[config.mk]
export PLATFORM = sky130hd
export DESIGN_NAME = microwave_timer
export DESIGN_NICKNAME = d
export VERILOG_FILES = /design/src/rtl/microwave_timer.sv
export SDC_FILE = /design/constraint.sdc
export NUM_CORES = 1
export LEC_CHECK = 0
export CORE_MARGIN = 4
export CORE_UTILIZATION = 50
export CTS_CLUSTER_SIZE = 24
export DETAILED_ROUTE_END_ITERATION = 12
export DONT_BUFFER_PORTS = 1
export GPL_TIMING_DRIVEN = 1
export PLACE_DENSITY = 0.68
export SETUP_SLACK_MARGIN = 0.1
export SYNTH_ARGS = -nofsm -noshare
export SYNTH_HDL_FRONTEND = slang
export SYNTH_SLANG_ARGS = --single-unit
[constraint.sdc]
create_clock -name clk -period 2.67 [get_ports clk]
set_input_delay 0.4005 -clock clk [delete_from_list [all_inputs] [get_ports clk]]
set_output_delay 0.4005 -clock clk [all_outputs]
set_load 0.1 [all_outputs]
[src/rtl/microwave_timer.sv]
// BCD MM:SS cook-time counter paired with the microwave control FSM.
// Optional add-30-seconds key is enabled by defining MICROWAVE_TIMER_ADD30_EN.
module microwave_timer #(
    parameter int unsigned TICKS_PER_SEC = 50_000_000,
    parameter int unsigned PRESC_W       = 26
) (
    input  logic        clk,
    input  logic        rst,
    input  logic        mag_on,
    input  logic        clear,
`ifdef MICROWAVE_TIMER_ADD30_EN
    input  logic        add30,
`endif
    input  logic        key_valid,
    input  logic [3:0]  key_digit,
    output logic [15:0] time_bcd,
    output logic        timer_done,
    output logic        sec_tick
);

    localparam logic [PRESC_W-1:0] PrescMax = PRESC_W'(TICKS_PER_SEC - 1);

    logic [15:0]        time_q, time_d;
    logic [PRESC_W-1:0] presc_q, presc_d;
    logic               done_q, done_d;
    logic               tick_q, tick_d;
    logic               key_accept;
    logic               run_en;

    // One-second BCD decrement; the all-zero case never reaches here.
    function automatic logic [15:0] bcd_dec(input logic [15:0] t);
        logic [3:0] mt, mo, st, so;
        {mt, mo, st, so} = t;
        if (so != 4'd0) begin
            so = so - 4'd1;
        end else if (st != 4'd0) begin
            st = st - 4'd1;
            so = 4'd9;
        end else begin
            st = 4'd5;
            so = 4'd9;
            if (mo != 4'd0) begin
                mo = mo - 4'd1;
            end else begin
                mo = 4'd9;
                mt = mt - 4'd1;
            end
        end
        return {mt, mo, st, so};
    endfunction

`ifdef MICROWAVE_TIMER_ADD30_EN
    function automatic logic [7:0] bin_to_bcd(input logic [7:0] v);
        logic [7:0] tens;
        logic [7:0] ones;
        tens = v / 8'd10;
        ones = v - tens * 8'd10;
        return {tens[3:0], ones[3:0]};
    endfunction

    // Seconds may hold an un-normalised 60..99, so the sum can reach 129.
    function automatic logic [15:0] bcd_add30(input logic [15:0] t);
        logic [7:0] sec_bin;
        logic [7:0] min_bin;
        sec_bin = {4'd0, t[7:4]} * 8'd10 + {4'd0, t[3:0]} + 8'd30;
        min_bin = {4'd0, t[15:12]} * 8'd10 + {4'd0, t[11:8]};
        if (sec_bin >= 8'd60) begin
            sec_bin = sec_bin - 8'd60;
            min_bin = min_bin + 8'd1;
        end
        if (min_bin > 8'd99) begin
            return 16'h9959;
        end
        return {bin_to_bcd(min_bin), bin_to_bcd(sec_bin)};
    endfunction
`endif

    assign key_accept = key_valid & ~mag_on & (key_digit <= 4'd9);
    assign run_en     = mag_on & (time_q != 16'h0000);

    always_comb begin
        time_d  = time_q;
        presc_d = presc_q;
        tick_d  = 1'b0;
        if (clear) begin
            time_d  = 16'h0000;
            presc_d = '0;
`ifdef MICROWAVE_TIMER_ADD30_EN
        end else if (add30) begin
            time_d  = bcd_add30(time_q);
            presc_d = '0;
`endif
        end else if (key_accept) begin
            time_d  = {time_q[11:0], key_digit};
            presc_d = '0;
        end else if (run_en) begin
            if (presc_q == PrescMax) begin
                presc_d = '0;
                time_d  = bcd_dec(time_q);
                tick_d  = 1'b1;
            end else begin
                presc_d = presc_q + 1'b1;
            end
        end
    end

    assign done_d = (time_d == 16'h0000);

    always_ff @(posedge clk or posedge rst) begin
        if (rst) begin
            time_q  <= 16'h0000;
            presc_q <= '0;
            done_q  <= 1'b1;
            tick_q  <= 1'b0;
        end else begin
            time_q  <= time_d;
            presc_q <= presc_d;
            done_q  <= done_d;
            tick_q  <= tick_d;
        end
    end

    assign time_bcd   = time_q;
    assign timer_done = done_q;
    assign sec_tick   = tick_q;

endmodule

* Word level (Yosys, flattened, before mapping)
Cells that the tools add are included.
** Word-level totals
- Output and inout port bits :: 18
- Input bits :: 9
- Register bits :: 44
- Logic and storage cells :: 42
** Cells by class
- Add/subtract/negate cells :: 5
- Reduce and logical (&&, ||, !) cells :: 6
- $lt $le $gt $ge :: 1
- Muxes and demuxes :: 21
- Bitwise logic cells :: 4
- Equality and inequality tests :: 1
** Operators by type and width (number)
- $mux W26 :: 4
- $mux W16 :: 4
- $mux W4 :: 9
- $add A26 B1 Y26 const B :: 1
- $eq A26 B26 Y1 const B :: 1
- $logic_not A16 Y1 :: 1
- $reduce_bool A16 Y1 :: 1
- $sub A4 B1 Y4 const B :: 4
- $reduce_bool A4 Y1 :: 3
- $le A4 B4 Y1 const B :: 1
- $mux W1 :: 4
- $and A1 B1 Y1 :: 3
- $reduce_bool A3 Y1 :: 1
- $not A1 Y1 :: 1

* Longest topological paths before layout
- Word-level depth :: 9
- Depth in mapped cells :: 11
- Depth with buffers taken out :: 10

* Worst setup path after synthesis
No wires, ideal clock.
- Path type :: reg2reg
- Start :: reg time_q[4], in the netlist time_bcd[4]
- End :: reg done_q, in the netlist timer_done
- Library setup time :: 0.075 ns
- Cell stages (with the launch flop) :: 11
- Path slack :: -0.557 ns
- Required time :: 2.595 ns
- Path buffers :: 0
- Arrival time :: 3.152 ns
- Clock period less this slack :: 3.227 ns
- Cells stage by stage :: dfrtp_1 > inv_1 > ha_1 > or3b_2 > nor4_4 > nand4_2 > nor2_1 > xnor2_1 > a211oi_1 > or4_1 > nor3_2
** On the way
- Word-level cells in the longest chain between the ends :: 8
- Elaborated cells between the ends (all ways) :: 15
- Those cells by class :: 1 x add/sub; 10 x mux; 1 x bitwise; 3 x reduce/logical
** RTL lines
- start: declaration :: line 23 : logic [15:0] time_q, time_d;
- start signal: assignment :: line 116 : time_q <= time_d;
- $reduce_bool A4 Y1 :: line 36 : end else if (st != 4'd0) begin
- $mux W4 :: line 36
- $mux W4 :: line 34 : if (so != 4'd0) begin
- $mux W16 :: line 97 : if (presc_q == PrescMax) begin
- $mux W16 * :: line 96 : end else if (run_en) begin
- $mux W16 * :: line 93 : end else if (key_accept) begin
- $mux W16 * :: line 85 : if (clear) begin
- named net time_d[14] :: line 23
- $logic_not A16 Y1 * :: line 107 : assign done_d = (time_d == 16'h0000);
- named net done_d :: line 25 : logic done_q, done_d;
- end signal: assignment :: line 118 : done_q <= done_d;
- end: declaration :: line 25
The timed path passes the listed nets; every way through them passes the cells marked *.
A chain may end at the register's enable or synchronous reset.

* Worst setup path after layout
Same ends and word-level chain as after synthesis.

==> summary.md <==
| Metric | Value |
|---|---|
| Status | `finished, violations left` |
| Failing checks | `negative setup slack` |
| CP Launch Type | `flip-flop` |
| Final number of setup-violating endpoints | `1` |
| Async SR Flop Fraction | `1.00` |
| Synth top area share | `0.413` |
| Syn avg cell area | `9.05 µm²` |
| GRT Overall Usage | `0.224` |
| VDD IR-drop max | `0.258 mV` |
| First-pass GRT wire length | `11.3 mm` |
| ANT cells | `0` |
| Number of port buffers | `0` |
| Critical path class | `reg2reg` |
| Relative slew slack | `0.410` |
| Post-DP HPWL | `5.03 mm` |
| Final Hold Viols | `0` |
| Initial DRC count | `160` |
| Routed WL | `6.92 mm` |
| Clk pwr share | `0.286` |
| Hold WC Path Type | `in2reg` |
| Cell type with the largest total area after synthesis | `dfrtp_1` |
| Final Util | `0.668` |
| Slew @ Worst Pin | `0.885 ns` |
| Max Freq | `367 MHz` |
| Gpl congestion | `0.905` |
| Via count | `2,402` |
| Worst EP arrival | `2.95 ns` |
| Initial Util | `0.513` |
| Seq/Total Area, Yosys | `0.423` |
| Fin crit share | `1.02` |
| Die Ht | `80.2 µm` |
| H-Tree Depth | `2` |
| P_leak | `0.00143 µW` |
| P per Cell Area | `450 nW/µm²` |
| Flop pwr share | `0.476` |
| Layout Nets | `359` |
| Setup TNS | `-0.0569 ns` |
| Crit-path max FO | `6` |
| Core area | `5070 µm²` |
| Vias in the first global route | `2,368` |
| Post-layout min period | `2.73 ns` |
| Initial DRT Pass Iterations | `4` |
| Drt wl/cell | `16.7 µm` |
| Clk slew on worst S/H paths | `0.08 ns` |
| Synth Instances | `288` |
| WP data required | `2.90 ns` |
| Clock buffer depth | `2` |
| Layout Area Growth over Synthesis | `30.1%` |
| Initial antenna violation count | `0` |
| Clock buffer count from CTS | `5` |
| Synth Net Count | `303` |
| Remaining DRCs | `0` |
| Int Pwr | `1030 µW` |
| Setup crit end kind | `flip-flop` |
| Yosys warns | `0` |
| #FFs+latches synth | `44` |
| CTS tree | `yes` |
| Slack of the critical path | `-0.0569 ns` |
| GR Overflow Total | `0` |
| Vias per cell | `5.79` |
| Sw frac | `0.325` |
| Die width | `80.2 µm` |
| Clock insertion delay at the later pin of the skew report | `0.30 ns` |
| Combinational power share | `0.238` |
| Top post-synthesis cells by area | `dfrtp_1 41%, nor2_1 6.2%, xor2_1 4.0%, nand2_1 3.6%, xnor2_1 3.0%` |
| Pin count of the biggest net entering global routing | `30` |
| RSZ-0062 raised after global routing | `true` |
| Net switching power | `495 µW` |
| Share of layout cells above drive strength 1 | `0.351` |
| Synth unique cells | `47` |
| Max cap viols | `0` |
| Final Slew Violations | `0` |
| Number of nets with antenna violations after routing | `0` |
| Number of synthesized flops with an enable pin | `0` |
| IO Pins | `27` |
| Sink Count | `44` |
| Core Rows | `26` |
| Top cells by count, synth | `43 x dfrtp_1, 43 x nor2_1, 25 x nand2_1, 15 x inv_1, 14 x o21ai_0` |
| Syn Std Cell Area | `2600 µm²` |
| Ys flop type | `dfrtp_1` |
| Die area | `6430 µm²` |
| Clock Skew | `0.00764 ns` |
| CTS Root Cell | `clkbuf_8` |
| WHS | `0.163 ns` |
flip-flops by register name, indices dropped and copies added, names as in the netlist:
register	cells
presc_q	26
sec_tick	1
time_bcd	16
timer_done	1
worst max-delay path: stages, from the launching register on:
cell	delay (ns)
dfrtp_4	0.49
inv_4	0.07
ha_4	0.12
or3b_4	0.41
nor4_4	0.31
nand4_4	0.21
xnor2_2	0.21
a211oi_2	0.10
or4_4	0.53
nor3_2	0.20
logic make-up (layout without fill, tap and decap cells):
family / after synthesis / after routing / synth area share
XOR/XNOR: 21 / 21 / 0.0706
adder cells (fa/ha/maj): 6 / 6 / 0.0288
buffers and inverters: 22 / 79 / 0.0351
flip-flops: 44 / 44 / 0.423
AO/OA/AOI/OAI: 50 / 50 / 0.134
AND/OR/NAND/NOR: 145 / 145 / 0.309
power groups by stage:
stage	Combinational [µW]	Sequential (µW)	Clock, µW
3_3_place_gp	322	738	0
4_1_cts	345	725	449
5_1_grt	388	728	470
6_report	362	725	436
3_5_place_dp	327	738	0
2_1_floorplan	151	819	0
through the flow:
step / instances / power, µW / area [µm²] / setup slack [ns]
after global placement: 402 / 1060 / 3140 / -0.0230
after floorplan: 288 / 970 / 2710 / -0.183
after global routing: 415 / 1590 / 3390 / -0.115
final: 415 / 1520 / 3390 / -0.0569
after detailed placement: 402 / 1070 / 3140 / -0.0787
after CTS: 415 / 1520 / 3320 / -0.0000762
layout by cell type, fill, tap and decap left out, types with 3 or more instances in the layout:
cell type,count
xor2_1,12
o31ai_1,6
o21ai_2,3
nor4_1,4
or3b_4,4
a21oi_1,6
nor2_1,40
nand3_1,13
a211oi_1,3
ha_4,3
nor3b_1,5
inv_4,5
dfrtp_1,27
nor3_1,4
and3_1,6
nand2_1,25
nor3_2,3
ha_1,3
a22o_1,4
clkbuf_8,6
o21ai_0,11
a311oi_2,3
xnor2_1,8
nor2b_1,3
dfrtp_2,8
inv_1,7
and4_1,4
nand4_1,10
a211oi_2,3
buf_4,54
dfrtp_4,8
area by class of cell:
type                    instances  area [µm²]
clock buffers                   8        90.1
fillers                       410        1690
inverters                      15        68.8
multi-input cells             222        1570
flip-flops and latches         44        1140
well taps                      70        87.6
repair buffers                 56         427
worst paths after layout:
kind	endpoint	slack, ns	from	cells after the start
min reg2reg	presc_q[25]$_DFFE_PP0P_	0.50	presc_q[25]$_DFFE_PP0P_	1
max in group asynchronous	time_bcd[8]$_DFF_PP0_	1.40	rst	3
min in group asynchronous	time_bcd[13]$_DFF_PP0_	0.53	rst	2
max reg2reg	timer_done$_DFF_PP1_	-0.06	time_bcd[4]$_DFF_PP0_	9
min	time_bcd[10]$_DFF_PP0_	0.16	clear	1
max	timer_done$_DFF_PP1_	-0.06	time_bcd[4]$_DFF_PP0_	9
metal layers:
layer,track usage,vias to the layer above,part of all wire
li1,-,1154,-
met1,0.295,1168,0.43
met2,0.361,62,0.49
met3,0.0325,18,0.046
met4,0.106,0,0.035
met5,0,-,0
what timing repair did:
item,in CTS,in global routing
hold endpoints to repair,14,0
hold buffers,1,0
gates resized for setup,12,17
endpoints found under the setup margin,6,19
setup buffers,4,0
pin swaps,10,4
Power figures use the tool's default switching activity.
